$ cat config.mk
export PLATFORM = sky130hd
export DESIGN_NAME = mmio_controller
export DESIGN_NICKNAME = d
export VERILOG_FILES = /design/src/rtl/mmio_controller.sv
export SDC_FILE = /design/constraint.sdc
export NUM_CORES = 1
export LEC_CHECK = 0
export ABC_AREA = 1
export CELL_PAD_IN_SITES_DETAIL_PLACEMENT = 0
export CELL_PAD_IN_SITES_GLOBAL_PLACEMENT = 1
export CORE_MARGIN = 2
export CORE_UTILIZATION = 38
export CTS_CLUSTER_DIAMETER = 100
export DETAILED_ROUTE_END_ITERATION = 16
export PLACE_DENSITY = 0.95
export SYNTH_ARGS = -nofsm -noshare
export SYNTH_HDL_FRONTEND = slang
export SYNTH_SLANG_ARGS = --single-unit
$ cat constraint.sdc
create_clock -name clock -period 7.2 [get_ports clock]
set_input_delay 1.44 -clock clock [delete_from_list [all_inputs] [get_ports clock]]
set_output_delay 1.44 -clock clock [all_outputs]
set_load 0.005 [all_outputs]
$ cat src/rtl/mmio_controller.sv
// Memory-mapped IO block sitting beside a dual-port RAM: decodes an 8-word IO window,
// gates RAM write strobes and muxes registered IO read data onto each CPU port.
module mmio_controller #(
    parameter int unsigned           DATA_WIDTH = 16,
    parameter int unsigned           ADDR_WIDTH = 16,
    parameter int unsigned           IN_WIDTH   = 8,
    parameter logic [ADDR_WIDTH-1:0] IO_BASE    = 16'hFFF8
) (
    input  logic                  clock,
    input  logic                  reset,
    input  logic [ADDR_WIDTH-1:0] address_a,
    input  logic [ADDR_WIDTH-1:0] address_b,
    input  logic [DATA_WIDTH-1:0] write_data_a,
    input  logic [DATA_WIDTH-1:0] write_data_b,
    input  logic                  write_enable_a,
    input  logic                  write_enable_b,
    input  logic [DATA_WIDTH-1:0] mem_read_data_a,
    input  logic [DATA_WIDTH-1:0] mem_read_data_b,
    output logic                  mem_write_enable_a,
    output logic                  mem_write_enable_b,
    output logic [DATA_WIDTH-1:0] read_data_a,
    output logic [DATA_WIDTH-1:0] read_data_b,
    input  logic [IN_WIDTH-1:0]   io_in,
    output logic [DATA_WIDTH-1:0] io_out,
    output logic                  irq
);

    logic [IN_WIDTH-1:0]   r_sync1;
    logic [IN_WIDTH-1:0]   r_sync2;
    logic [IN_WIDTH-1:0]   r_prev;
    logic [IN_WIDTH-1:0]   r_edge;
    logic [IN_WIDTH-1:0]   r_mask;
    logic [DATA_WIDTH-1:0] r_out;
    logic [DATA_WIDTH-1:0] r_cycle;
    logic                  r_irq;
    logic                  r_rd_flag_a;
    logic                  r_rd_flag_b;
    logic [DATA_WIDTH-1:0] r_rd_val_a;
    logic [DATA_WIDTH-1:0] r_rd_val_b;

    logic                  w_win_a;
    logic                  w_win_b;
    logic [2:0]            w_off_a;
    logic [2:0]            w_off_b;
    logic [7:0]            w_hit_a;
    logic [7:0]            w_hit_b;
    logic [7:0]            w_wr_v;
    logic [DATA_WIDTH-1:0] w_wdata [8];
    logic [DATA_WIDTH-1:0] w_regs  [8];
    logic [IN_WIDTH-1:0]   w_edge_clr;
    logic [IN_WIDTH-1:0]   w_edge_set;

    assign w_win_a = (address_a[ADDR_WIDTH-1:3] == IO_BASE[ADDR_WIDTH-1:3]);
    assign w_win_b = (address_b[ADDR_WIDTH-1:3] == IO_BASE[ADDR_WIDTH-1:3]);
    assign w_off_a = address_a[2:0];
    assign w_off_b = address_b[2:0];

    assign mem_write_enable_a = write_enable_a & ~w_win_a;
    assign mem_write_enable_b = write_enable_b & ~w_win_b;

    // Port A owns any register both ports hit in the same cycle.
    always_comb begin
        w_hit_a = (write_enable_a && w_win_a) ? (8'b1 << w_off_a) : 8'b0;
        w_hit_b = (write_enable_b && w_win_b) ? (8'b1 << w_off_b) : 8'b0;
        w_wr_v  = w_hit_a | w_hit_b;
        for (int k = 0; k < 8; k++) begin
            w_wdata[k] = w_hit_a[k] ? write_data_a : write_data_b;
        end
    end

    always_comb begin
        w_regs[0] = DATA_WIDTH'(r_sync2);
        w_regs[1] = DATA_WIDTH'(r_sync2 >> 4);
        w_regs[2] = DATA_WIDTH'(r_edge);
        w_regs[3] = DATA_WIDTH'(r_mask);
        w_regs[4] = r_out;
        w_regs[5] = r_cycle;
        w_regs[6] = '0;
        w_regs[7] = '0;
    end

    assign w_edge_set = r_sync2 & ~r_prev;
    assign w_edge_clr = w_wr_v[2] ? w_wdata[2][IN_WIDTH-1:0] : '0;

    always_ff @(posedge clock or posedge reset) begin
        if (reset) begin
            r_sync1     <= '0;
            r_sync2     <= '0;
            r_prev      <= '0;
            r_edge      <= '0;
            r_mask      <= '0;
            r_out       <= '0;
            r_cycle     <= '0;
            r_irq       <= 1'b0;
            r_rd_flag_a <= 1'b0;
            r_rd_flag_b <= 1'b0;
            r_rd_val_a  <= '0;
            r_rd_val_b  <= '0;
        end else begin
            r_sync1 <= io_in;
            r_sync2 <= r_sync1;
            r_prev  <= r_sync2;
            // A fresh rising edge survives a same-cycle clear.
            r_edge  <= (r_edge & ~w_edge_clr) | w_edge_set;
            if (w_wr_v[3]) begin
                r_mask <= w_wdata[3][IN_WIDTH-1:0];
            end
            if (w_wr_v[4]) begin
                r_out <= w_wdata[4];
            end
            r_cycle     <= w_wr_v[5] ? w_wdata[5] : r_cycle + DATA_WIDTH'(1);
            r_irq       <= |(r_edge & r_mask);
            r_rd_flag_a <= w_win_a;
            r_rd_flag_b <= w_win_b;
            r_rd_val_a  <= w_regs[w_off_a];
            r_rd_val_b  <= w_regs[w_off_b];
        end
    end

    assign read_data_a = r_rd_flag_a ? r_rd_val_a : mem_read_data_a;
    assign read_data_b = r_rd_flag_b ? r_rd_val_b : mem_read_data_b;
    assign io_out      = r_out;
    assign irq         = r_irq;

endmodule

==> impl_metrics.py <==
metrics = {
    "outcome": {
        "status": "finished, final reports clean",
    },
    "synth": {
        "syn-num-nets": 840,
        "synth_top_area_share_pct": 45.6,
        "synth-async-reset-ratio_pct": 100,
        "synth_common_cells": "nand2_1, dfrtp_1, nand3_1",
        "synth_top_area_cell": "dfrtp_1",
        "synth_area_sq_um": 5870,
        "synth_most_common_cell": "nand2_1",
        "synth_area_leaders": "dfrtp_1, nand2_1, nand3_1",
        "yosys_most_used_dff": "dfrtp_1",
        "synth.avg_cell_area_sq_um": 8.03,
        "yosysSeqAreaShare_pct": 45.6,
        "ys_ff_latch": 107,
        "synth_cell_types": 34,
        "synth_edf_count": 0,
        "synth_cells": 731,
        "yosys_warnings": 0,
    },
    "power_and_ir_drop": {
        "ir_drop_mv": 0.108,
        "leakagePower_nw": 3.62,
        "p_per_area_nw_per_um2": 169,
    },
    "drt": {
        "wl_microns": 17800,
        "wl_per_cell_microns": 16.6,
        "vias_per_cell": 5.25,
        "first_pass_iters": 5,
        "num_vias": 5640,
        "drt_iter0_markers": 539,
        "drc": 0,
        "ant_nets": 0,
    },
    "clocking": {
        "numCtsBuffers": 9,
        "cts-root-buf": "clkbuf_16",
        "post_cts_buffers": 0,
        "cts_tree": "built",
        "insertion_delay_ns": 0.36,
        "cts_buffer_depth": 2,
        "cts.sinks": 107,
        "htreeDepth": 3,
        "clk_pin_slew_ns": 0.07,
        "holdBufCountCts": 0,
        "cts_resized": 0,
    },
    "timing": {
        "slew_headroom_pct": 42.8,
        "grt_setup_unrepaired": "false",
        "maxSlewViolCount": 0,
        "timing.fmax_ghz": 0.218,
        "final.setup.tns_ns": 0,
        "worstMarginPinSlew_ns": 0.858,
        "hold_viol_final": 0,
        "skew_ns": 0.00823,
        "period_needed_ns": 4.60,
        "setup_viol": 0,
        "period_share_pct": 63.9,
    },
    "min_path": {
        "hp-class": "reg -> reg",
    },
    "global_routing": {
        "met3_usage_pct": 3.63,
        "top_usage_layer": "met2",
        "gr-usage-met1_pct": 31.6,
        "antenna_found_initial": 0,
        "use_met2_pct": 33.8,
        "overflow": 0,
        "grt_pass1_vias": 5477,
        "grt_pass1_wl_microns": 28100,
        "track_usage_pct": 22.0,
        "grt_max_degree": 70,
    },
    "floorplan": {
        "die_x_microns": 128,
        "die_h_microns": 128,
        "core_sq_um": 15100,
        "die_area_sq_um": 16500,
        "initial_core_util_pct": 38.7,
        "row_count": 45,
        "num_io_pins": 159,
    },
    "finish": {
        "antenna_cells": 0,
        "drive_above_1_share_pct": 9.71,
        "final_cells": 1074,
        "fin_nets": 990,
        "syn_to_final_growth_pct": 34.1,
    },
    "placed_design": {
        "io_buffers": 158,
        "gp_congestion": 0.911,
        "dpl.hpwl_microns": 13700,
        "dp.cells": 1058,
    },
    "setup_path": {
        "worstPathArrival_ns": 3.16,
        "crit_fanout": 15,
        "critical_path_required_ns": 5.76,
        "cp-start-kind": "input pin",
        "path_class": "in -> out",
        "end_kind": "primary output",
    },
    "flow_run": {
        "cap_violations": 0,
    },
}
## state kept, by name, indices dropped and copies added (netlist names)
register     flops
r_prev           8
io_out          16
r_rd_val_b      16
r_sync2          8
r_rd_flag_b      1
r_sync1          8
r_mask           8
r_rd_val_a      16
r_cycle         16
r_edge           8
r_rd_flag_a      1
irq              1
## cells in the final DEF, fill, tap and decap left out, types with 2 or more instances in the layout
master	synthesis	final
nand2_1	210	210
o221ai_1	8	8
nor3_1	8	8
a22oi_1	12	12
a21oi_1	4	4
clkbuf_16	0	9
nand2_2	6	6
nor2_4	6	6
nor2_2	5	5
o21ai_0	13	13
inv_1	92	91
dfrtp_1	107	107
clkdlybuf4s50_1	0	158
or2_2	8	8
xor2_1	13	13
o211ai_1	4	4
nand3_2	2	2
inv_6	0	3
o311ai_0	2	2
o22ai_1	27	27
nand3_1	96	96
inv_2	7	7
nor2_1	31	31
mux2_2	32	32
nand4_1	11	11
## per-stage QoR
| stage | power (mW) | area (sq um) | hold slack (ns) | worst slack (ns) | utilization, % |
|---|---|---|---|---|---|
| after global routing | 1.39 | 7870 | 0.360 | 2.53 | 52.0 |
| final | 1.33 | 7870 | 0.351 | 2.60 | 52.0 |
| after global placement | 0.857 | 7580 | 0.333 | 2.68 | 50.1 |
| after detailed placement | 0.859 | 7580 | 0.335 | 2.66 | 50.1 |
| after floorplan | 0.745 | 5870 | 0.331 | 2.94 | - |
| after CTS | 1.34 | 7870 | 0.352 | 2.64 | 52.0 |
## report_power, final
| group | switching, mW | internal (mW) | leakage, nW |
|---|---|---|---|
| clock | 0.238 | 0.241 | 0.139 |
| combinational | 0.0971 | 0.105 | 2.13 |
| sequential | 0.0192 | 0.627 | 1.35 |
| total | 0.354 | 0.973 | 3.62 |
## cell families after synthesis
kind of cell / after synthesis / share of synthesized area (%)
multiplexers: 32 / 6.14
adder cells (fa/ha/maj): 1 / 0.213
AND/OR/NAND/NOR: 385 / 29.6
AO/OA/AOI/OAI: 72 / 8.10
XOR/XNOR: 14 / 2.09
flip-flops: 107 / 45.6
buffers and inverters: 120 / 8.27
## routing by layer
metal / vias up / wire (microns)
met5: - / 0
met3: 41 / 1390
met2: 283 / 7660
met4: 0 / 459
li1: 2701 / -
met1: 2615 / 8260
## layout make-up
class                      count  area, sq um
clock buffer                   9          225
clock inverter                 7         58.8
fill                        1431         7280
inverter                     100          378
multi-input combinational    504         2710
sequential                   107         2680
tap                          188          235
timing repair buffer         159         1590
## worst max-delay path, stage by stage
cell and delay (ns):
clkdlybuf4s50_1 0.86, inv_1 0.19, nor2_1 0.15, clkdlybuf4s50_1 0.51
## path summary, 6_finish.rpt
kind / startpoint / to / slack [ns] / cells after the start
max in group asynchronous: reset / io_out[6] / 4.51 / 3
hold reg to reg: r_sync1[2] / r_sync2[2] / 0.35 / 0
setup reg to reg: r_cycle[1] / r_cycle[13] / 5.72 / 6
min in group asynchronous: reset / r_prev[0] / 1.46 / 2
setup / recovery: write_enable_a / mem_write_enable_a / 2.60 / 4
hold / removal: r_sync1[2] / r_sync2[2] / 0.35 / 0
(Power assumes the default switching activity.)
